==> src/rtl/ldpc_dec_pkg.sv <==
// Shared decoder constants for the LDPC output path.
// Values must track Decoder_Parameters.v.
package ldpc_dec_pkg;

  localparam int ZC              = 32;
  localparam int DEC_OUT_LIFTING = 16;
  localparam int BLK_NUM         = 8;
  localparam int WORDS_23        = 4;
  localparam int WORDS_78        = 2;

  localparam logic [2:0] ILS_23 = 3'd1;
  localparam logic [2:0] ILS_78 = 3'd2;

  typedef logic [0:0] ser_state_t;
  localparam ser_state_t ST_IDLE = 1'b0;
  localparam ser_state_t ST_SEND = 1'b1;

endpackage

==> src/rtl/ldpc_word_fifo.sv <==
// Single-clock word FIFO with fall-through head.
// A push into a full FIFO is accepted when a pop happens in the same cycle.
module ldpc_word_fifo #(
  parameter int WIDTH = 8,
  parameter int DEPTH = 4
) (
  input  logic                     clk,
  input  logic                     rst,
  input  logic                     push,
  input  logic                     pop,
  input  logic [WIDTH-1:0]         din,
  output logic [WIDTH-1:0]         dout,
  output logic                     full,
  output logic                     empty,
  output logic [$clog2(DEPTH):0]   count
);
  import ldpc_dec_pkg::*;

  localparam int AW = $clog2(DEPTH);

  logic [WIDTH-1:0] mem [DEPTH];
  logic [AW-1:0]    wr_ptr;
  logic [AW-1:0]    rd_ptr;
  logic             do_push;
  logic             do_pop;

  assign full    = (count == (AW+1)'(DEPTH));
  assign empty   = (count == '0);
  assign do_pop  = pop && !empty;
  assign do_push = push && (!full || do_pop);
  assign dout    = mem[rd_ptr];

  always_ff @(posedge clk) begin
    if (rst) begin
      wr_ptr <= '0;
      rd_ptr <= '0;
      count  <= '0;
    end else begin
      if (do_push) wr_ptr <= wr_ptr + 1'b1;
      if (do_pop)  rd_ptr <= rd_ptr + 1'b1;
      if (do_push && !do_pop)      count <= count + 1'b1;
      else if (do_pop && !do_push) count <= count - 1'b1;
    end
  end

  always_ff @(posedge clk) begin
    if (do_push) mem[wr_ptr] <= din;
  end

endmodule

==> src/rtl/ldpc_dec_out_serializer.sv <==
// Buffers decoded LDPC words, tags them with block framing and
// serialises them LSB beat first onto a valid/ready stream.
module ldpc_dec_out_serializer #(
  parameter int ZC              = ldpc_dec_pkg::ZC,
  parameter int DEC_OUT_LIFTING = ldpc_dec_pkg::DEC_OUT_LIFTING,
  parameter int OUT_W           = 64,
  parameter int FIFO_DEPTH      = 4,
  parameter int WORDS_23        = ldpc_dec_pkg::WORDS_23,
  parameter int WORDS_78        = ldpc_dec_pkg::WORDS_78,
  parameter int BLK_NUM         = ldpc_dec_pkg::BLK_NUM
) (
  input  logic                        clk,
  input  logic                        rst,
  input  logic [2:0]                  iLs,
  input  logic                        dec_valid,
  input  logic [2:0]                  dec_valid_cnt,
  input  logic [ZC*DEC_OUT_LIFTING-1:0] dec_data,
  output logic [OUT_W-1:0]            m_tdata,
  output logic                        m_tvalid,
  input  logic                        m_tready,
  output logic                        m_tlast,
  output logic [2:0]                  m_tuser,
  output logic                        ovf,
  output logic                        mode_err,
  output logic                        blk_done,
  output logic                        done_all
);
  import ldpc_dec_pkg::*;

  localparam int IN_W  = ZC * DEC_OUT_LIFTING;
  localparam int BEATS = IN_W / OUT_W;
  localparam int BCW   = (BEATS > 1) ? $clog2(BEATS) : 1;
  localparam int MAXW  = (WORDS_23 > WORDS_78) ? WORDS_23 : WORDS_78;
  localparam int WCW   = $clog2(MAXW + 1);
  localparam int EW    = IN_W + 4;
  localparam int CW    = $clog2(FIFO_DEPTH) + 1;
  localparam int BKW   = $clog2(BLK_NUM + 1);

  logic [WCW-1:0]               wcnt;
  logic [WCW-1:0]               words_q;
  logic [WCW-1:0]               words_cur;
  logic                         mode_ok;
  logic                         word_in;
  logic                         word_last;
  logic                         fifo_push;
  logic                         fifo_pop;
  logic                         fifo_full;
  logic                         fifo_empty;
  logic [CW-1:0]                fifo_count;
  logic [EW-1:0]                fifo_dout;
  ser_state_t                   state;
  logic [BEATS-1:0][OUT_W-1:0]  sreg;
  logic [BCW-1:0]               bcnt;
  logic                         cur_last;
  logic [2:0]                   cur_user;
  logic                         hs;
  logic                         end_of_word;
  logic [BKW-1:0]               blk_cnt;

  // Rate is only looked at on the first word of a block; later words reuse the latched count.
  always_comb begin
    words_cur = words_q;
    mode_ok   = 1'b1;
    if (wcnt == '0) begin
      mode_ok = 1'b0;
      if (iLs == ILS_23) begin
        words_cur = WCW'(WORDS_23);
        mode_ok   = 1'b1;
      end else if (iLs == ILS_78) begin
        words_cur = WCW'(WORDS_78);
        mode_ok   = 1'b1;
      end
    end
  end

  assign word_in     = dec_valid && !done_all && mode_ok;
  assign word_last   = (wcnt == words_cur - 1'b1);
  assign hs          = m_tvalid && m_tready;
  assign end_of_word = hs && (bcnt == BCW'(BEATS - 1));
  assign fifo_pop    = ((state == ST_IDLE) && !fifo_empty) ||
                       (end_of_word && (fifo_count != '0));
  assign fifo_push   = word_in && (!fifo_full || fifo_pop);

  ldpc_word_fifo #(
    .WIDTH (EW),
    .DEPTH (FIFO_DEPTH)
  ) u_fifo (
    .clk   (clk),
    .rst   (rst),
    .push  (fifo_push),
    .pop   (fifo_pop),
    .din   ({dec_data, dec_valid_cnt, word_last}),
    .dout  (fifo_dout),
    .full  (fifo_full),
    .empty (fifo_empty),
    .count (fifo_count)
  );

  // Dropped words still advance wcnt so later blocks keep their framing.
  always_ff @(posedge clk) begin
    if (rst) begin
      wcnt     <= '0;
      words_q  <= '0;
      ovf      <= 1'b0;
      mode_err <= 1'b0;
    end else if (dec_valid && !done_all) begin
      if (!mode_ok) begin
        mode_err <= 1'b1;
      end else begin
        if (wcnt == '0) words_q <= words_cur;
        wcnt <= word_last ? '0 : wcnt + 1'b1;
        if (!fifo_push) ovf <= 1'b1;
      end
    end
  end

  always_ff @(posedge clk) begin
    if (rst) begin
      state    <= ST_IDLE;
      sreg     <= '0;
      bcnt     <= '0;
      cur_last <= 1'b0;
      cur_user <= '0;
    end else if (fifo_pop) begin
      state    <= ST_SEND;
      sreg     <= fifo_dout[EW-1:4];
      cur_user <= fifo_dout[3:1];
      cur_last <= fifo_dout[0];
      bcnt     <= '0;
    end else if (end_of_word) begin
      state <= ST_IDLE;
      bcnt  <= '0;
    end else if (hs) begin
      bcnt <= bcnt + 1'b1;
    end
  end

  always_ff @(posedge clk) begin
    if (rst) begin
      blk_done <= 1'b0;
      done_all <= 1'b0;
      blk_cnt  <= '0;
    end else begin
      blk_done <= hs && m_tlast;
      if (hs && m_tlast) begin
        blk_cnt <= blk_cnt + 1'b1;
        if (blk_cnt == BKW'(BLK_NUM - 1)) done_all <= 1'b1;
      end
    end
  end

  assign m_tvalid = (state == ST_SEND);
  assign m_tdata  = sreg[bcnt];
  assign m_tuser  = cur_user;
  assign m_tlast  = m_tvalid && cur_last && (bcnt == BCW'(BEATS - 1));

endmodule

==> config.mk <==
export PLATFORM = sky130hd
export DESIGN_NAME = ldpc_dec_out_serializer
export DESIGN_NICKNAME = d
export VERILOG_FILES = /design/src/rtl/ldpc_dec_pkg.sv /design/src/rtl/ldpc_word_fifo.sv /design/src/rtl/ldpc_dec_out_serializer.sv
export SDC_FILE = /design/constraint.sdc
export NUM_CORES = 2
export LEC_CHECK = 0
export ABC_AREA = 1
export CAP_MARGIN = 10
export CORE_MARGIN = 2
export CORE_UTILIZATION = 48
export CTS_BUF_LIST = sky130_fd_sc_hd__clkbuf_2 sky130_fd_sc_hd__clkbuf_4 sky130_fd_sc_hd__clkbuf_8
export DETAILED_ROUTE_END_ITERATION = 10
export GPL_ROUTABILITY_DRIVEN = 0
export PLACE_DENSITY = 0.67
export RECOVER_POWER = 50
export SLEW_MARGIN = 10
export SYNTH_ARGS = -nofsm -noshare
export SYNTH_HDL_FRONTEND = slang
export SYNTH_HIERARCHICAL = 1
export SYNTH_SLANG_ARGS = --single-unit
==> constraint.sdc <==
create_clock -name clk -period 32.3 [get_ports clk]
set_input_delay 6.46 -clock clk [delete_from_list [all_inputs] [get_ports clk]]
set_output_delay 6.46 -clock clk [all_outputs]
set_load 0.01 [all_outputs]
; Word level (Yosys, flattened, before mapping)
; Memory sizes are Yosys's and may differ from the RTL's. A register that Yosys moved wholly into a read port is not among the register bits.
; Cells that the tools add are included.
; Widths: inputs -> output; s select.
[word_totals]
register_bits = 25
ram_bits = 2064
out_inout_bits = 73
elab_cells = 79
mem_count = 1
[memory_table]
columns = name, words, word_bits, rd, rd_clocked_by_memory_dff, write_ports, line
row1 = u_fifo.mem, 4, 516, 1, 1, 1, ldpc_word_fifo.sv:21  ; logic [WIDTH-1:0] mem [DEPTH];
[op_classes]
add_sub_neg = 8
order_cmp = 1
n_eq_ne = 6
n_mux = 15
bitwise = 3
n_reduce_logical = 33
[ops]
columns = op, n
row1 = $bmux 64 s3, 1
row2 = $mux 64, 1
row3 = $mux 3, 6
row4 = $logic_and 1x1->1, 14
row5 = $add 3x1->3 const B, 3
row6 = $mux 1, 7
row7 = $eq 3x3->1 const B, 2
row8 = $logic_not 3->1, 2
row9 = $reduce_and 2->1, 3
row10 = $reduce_and 3->1, 2
row11 = $sub 3x1->3 const B, 2
row12 = $logic_not 1->1, 5
row13 = $add 2x1->2 const B, 2
row14 = $add 4x1->4 const B, 1
row15 = $eq 4x3->1 const B, 1
row16 = $lt 3x4->1 const B, 1
row17 = $reduce_bool 2->1, 2
row18 = $eq 3x1->1 const B, 1
row19 = $eq 3x2->1 const B, 1
row20 = $eq 3x3->1, 1
row21 = $logic_or 1x1->1, 3
row22 = $not 1->1, 3
row23 = $reduce_bool 3->1, 1
row24 = $reduce_or 3->1, 1

; Logic depth before layout (Yosys ltp)
[logic_depth]
ltp_word = 11
depth_mapped = 22
mapped_depth_nobuf = 20

; By module
; Netlist, hierarchy kept.
[modules_own_cells]
columns = mod, n_inst, cells_each, area_each_um2
row1 = ldpc_word_fifo, 1, 5061, 76437.1
row2 = ldpc_dec_out_serializer, 1, 3298, 22651.7

; Least setup slack after synthesis
; OpenSTA, ideal clock, no wires.
[synth_path]
path_type = input port to flip-flop
from = input port m_tready
to = memory u_fifo/mem[0][0] (netlist name), enable pin
setup_ns = 1.410
arrival_ns = 28.923
required_time_ns = 30.890
slack_ns = 1.968
path_stages = 12
n_path_buf = 2
path_cell_list = nand2_1 inv_2 nand2_1 nand2_1 nand2_2 inv_2 buf_6 buf_2 inv_1 nand3_1 nand2_1 nor2_1
[synth_between]
elab_chain_len = 9
elab_cells_between_ends = 11
classes_between = 2 x mux / 9 x reduce/logical
[synth_lines]
columns = element, line
row1 = "start, declared", ldpc_dec_out_serializer.sv:20  ; input logic m_tready,
row2 = $logic_and 1x1->1 *, ldpc_dec_out_serializer.sv:78  ; assign hs = m_tvalid && m_tready;
row3 = $logic_and 1x1->1 *, ldpc_dec_out_serializer.sv:79  ; assign end_of_word = hs && (bcnt == BCW'(BEATS - 1));
row4 = $logic_and 1x1->1 *, ldpc_dec_out_serializer.sv:81  ; (end_of_word && (fifo_count != '0));
row5 = $logic_or 1x1->1 *, ldpc_dec_out_serializer.sv:80  ; assign fifo_pop = ((state == ST_IDLE) && !fifo_empty) ||
row6 = net fifo_pop, ldpc_dec_out_serializer.sv:46  ; logic fifo_pop;
row7 = $logic_or 1x1->1 / $logic_and 1x1->1 (equally long branches), "ldpc_dec_out_serializer.sv:82, ldpc_word_fifo.sv:29"
row8 = $logic_and 1x1->1 / $logic_or 1x1->1 (equally long branches), "ldpc_dec_out_serializer.sv:82, ldpc_word_fifo.sv:30"
row9 = $logic_and 1x1->1 *, ldpc_word_fifo.sv:30  ; assign do_push = push && (!full || do_pop);
row10 = $mux 1 *, ldpc_word_fifo.sv:47  ; if (do_push) mem[wr_ptr] <= din;
row11 = $mux 1 (implied by the code) *, ldpc_word_fifo.sv:47
row12 = "end, declared", ldpc_word_fifo.sv:21
; The timed path passes the listed nets; every way through them passes the cells marked *.

==> results.tsv <==
metric	value	unit
root_buffer	clkbuf_8	
postCtsHoldBufs	0	
core_area	205000	µm²
crit_top_cell	nand2_1	
io_buffer_count	594	
dr.pass1.iters	8	
vias	69300	
wl_per_cell	25.4	µm
hold_path_class	reg -> reg	
path_class	in -> reg	
cp_slowest_cell	clkbuf_1	
worst_setup_path_end_kind	register	
powerDensity	88.4	nW/µm²
synth_cell_types	31	
overflow	0	
ctsResizeCount	0	
grt_use_total	28.1	%
fmax	0.0469	GHz
vias_per_cell	5.74	
syn_area_per_cell	11.9	µm²
ys_warn_count	6	
ys_seq_elements	2607	
fin_tns_setup	0	ns
setup_viol	0	
drt-initial-drc-count	7685	
irDropWorstVdd	0.110	mV
fin_nets	9387	
clockBufferDepth	4	
clock_latency	1.09	ns
fin_crit_sh	66.0	%
cts_tree	done	
grt_pass1_vias	65100	
worstPathArrival	22.25	ns
cts_made_buffers	424	
mostFrequentLayoutCells	nor2_1, edfxtp_1, o21ai_0	
grt_max_degree	299	
drive_gt1_share	8.73	%
cts_sinks	2607	
synth_async_sr_flop_share	0	%
crit_chain	dlygate4sd3_1 -> nand2_1 -> inv_1 -> nand2_1 -> nand2_1 -> nand2_1 -> clkinvlp_2 -> clkbuf_1 -> nand3_1 -> a21oi_1	
synth_edf_count	2064	
drcViolationCount	0	
synth_nets	8893	
start_util	48.3	%
dpl_cell_area	106000	µm²
maxCapViolCount	6	
yosysTopAreaCellShare	62.5	%
syn_to_final_growth	16.5	%
critical_path_buf_inv_count	4	
pre_cts_slack	18.50	ns
max_slew_margin	-544	%
rows	166	
status	complete, but fails checks	
post-route-min-period	21.31	ns
cts_setup_buffers	0	
finalClockSkew	0.0822	ns
netlist_area	99100	µm²
synth_top_area_cell	edfxtp_1	
final_common_cell	nor2_1	
die_height	458	µm
slew_violations	814	
p_leak	39.2	nW
ant_nets	0	
grt_first_pass_wirelength	433000	µm
cpLargestDelayFamily	buffers and inverters	
die_area	210000	µm²
clk_pin_slew	0.06	ns
start_kind	input port	
die_w	458	µm
ys_seq_area_share	73.5	%
required	33.24	ns
io_pins	595	
slowest_delay	6.82	ns
dp_hpwl	189000	µm
ys_top_cells_by_area	edfxtp_1, dfxtp_1, nor2_1	
crit_fanout	188	
synthFlopType	edfxtp_1	
wirelength	307000	µm
fin_area	115000	µm²
final-hold-violation-count	0	
num-fill-cells	16600	
h-tree-depth	5	
violations	capacitance limit, slew limit	
rsz0062_at_grt	no	
antenna_found_initial	199	
synth_cells	8359	
worst_slack	10.99	ns
worstMarginPinSlew	9.66	ns
==> per-layer routing <==
metal | track usage, % | vias to the layer above | share of wire (%)
met1 | 33.3 | 34000 | 36
met2 | 45.5 | 3182 | 48
li1 | - | 31300 | -
met5 | 0 | - | 0.17
met3 | 7.10 | 799 | 8.8
met4 | 18.4 | 82 | 6.5
==> tightest hold or removal path, stage by stage (launching register included) <==
cell	delay, ns
dfxtp_1	0.29
inv_1	0.06
a211oi_1	0.07
==> synth_stat cells (4+ instances only) <==
cell	number
o22ai_1	580
o21ai_1	10
dfxtp_1	543
nor2_1	2542
xor2_1	4
buf_1	9
edfxtp_1	2064
a31oi_1	65
inv_2	4
inv_1	37
nand2_1	44
nand3_1	16
o21ai_0	1799
buf_6	41
nor3_1	4
buf_2	96
clkbuf_1	430
buf_4	35
ha_1	11
a21oi_1	14
==> flip-flops by register name, summed over array words and instances, names as in the netlist, named ones only <==
name and count:
blk_cnt 4, u_fifo/rd_ptr 2, u_fifo/wr_ptr 2, cur_last 1
ovf 1, mode_err 1, wcnt 3, m_tuser 3
u_fifo/mem 2064, sreg 512, words_q 3, bcnt 3
blk_done 1, done_all 1, u_fifo/count 3, m_tvalid 1
==> power by group <==
group | leakage, nW | total (W) | internal (W) | switching, W
logic | 11.4 | 0.00295 | 0.00104 | 0.00191
registers | 23.2 | 0.00439 | 0.00414 | 0.000243
clock network | 4.59 | 0.00287 | 0.00158 | 0.00128
total | 39.2 | 0.0102 | 0.00677 | 0.00344
==> stage by stage <==
step | utilization, % | std cells | hold slack [ns] | power (W)
6_report | 56.3 | 12100 | 0.468 | 0.0102
3_3_place_gp | 51.9 | 11100 | 0.456 | 0.00704
4_1_cts | 56.1 | 11900 | 0.470 | 0.00994
3_5_place_dp | 51.9 | 11100 | 0.460 | 0.00711
5_1_grt | 56.3 | 12000 | 0.502 | 0.0107
2_1_floorplan | - | 8359 | 0.444 | 0.00630
==> final cells by class <==
| cell class | count | area, µm² | share of cell area [%] |
|---|---|---|---|
| Inverter | 42 | 201 | 0.174 |
| Sequential cell | 2607 | 72900 | 63.1 |
| Timing Repair Buffer | 681 | 6720 | 5.82 |
| Clock inverter | 112 | 581 | 0.503 |
| Multi-Input combinational cell | 5097 | 23200 | 20.1 |
| Clock buffer | 658 | 7990 | 6.92 |
| Antenna cell | 197 | 493 | 0.427 |
| Tap cell | 2688 | 3360 | 2.91 |
==> kinds of logic after synthesis <==
logic type / count (synthesis) / synth area share [%]
compound gates: 2469 / 13.3
xor+xnor: 5 / 0.0442
fa+ha+maj: 12 / 0.159
buf+inv: 655 / 3.06
flops: 2607 / 73.5
simple gates: 2611 / 9.93
==> worst paths after layout <==
kind	depth (start not counted)	to	start	slack, ns
max	10	register	m_tready	10.99
min	2	words_q[1]	words_q[1]	0.47
max reg2reg	10	register	bcnt[0]	15.56
min reg2reg	2	words_q[1]	words_q[1]	0.47
(Power assumes the default switching activity.)
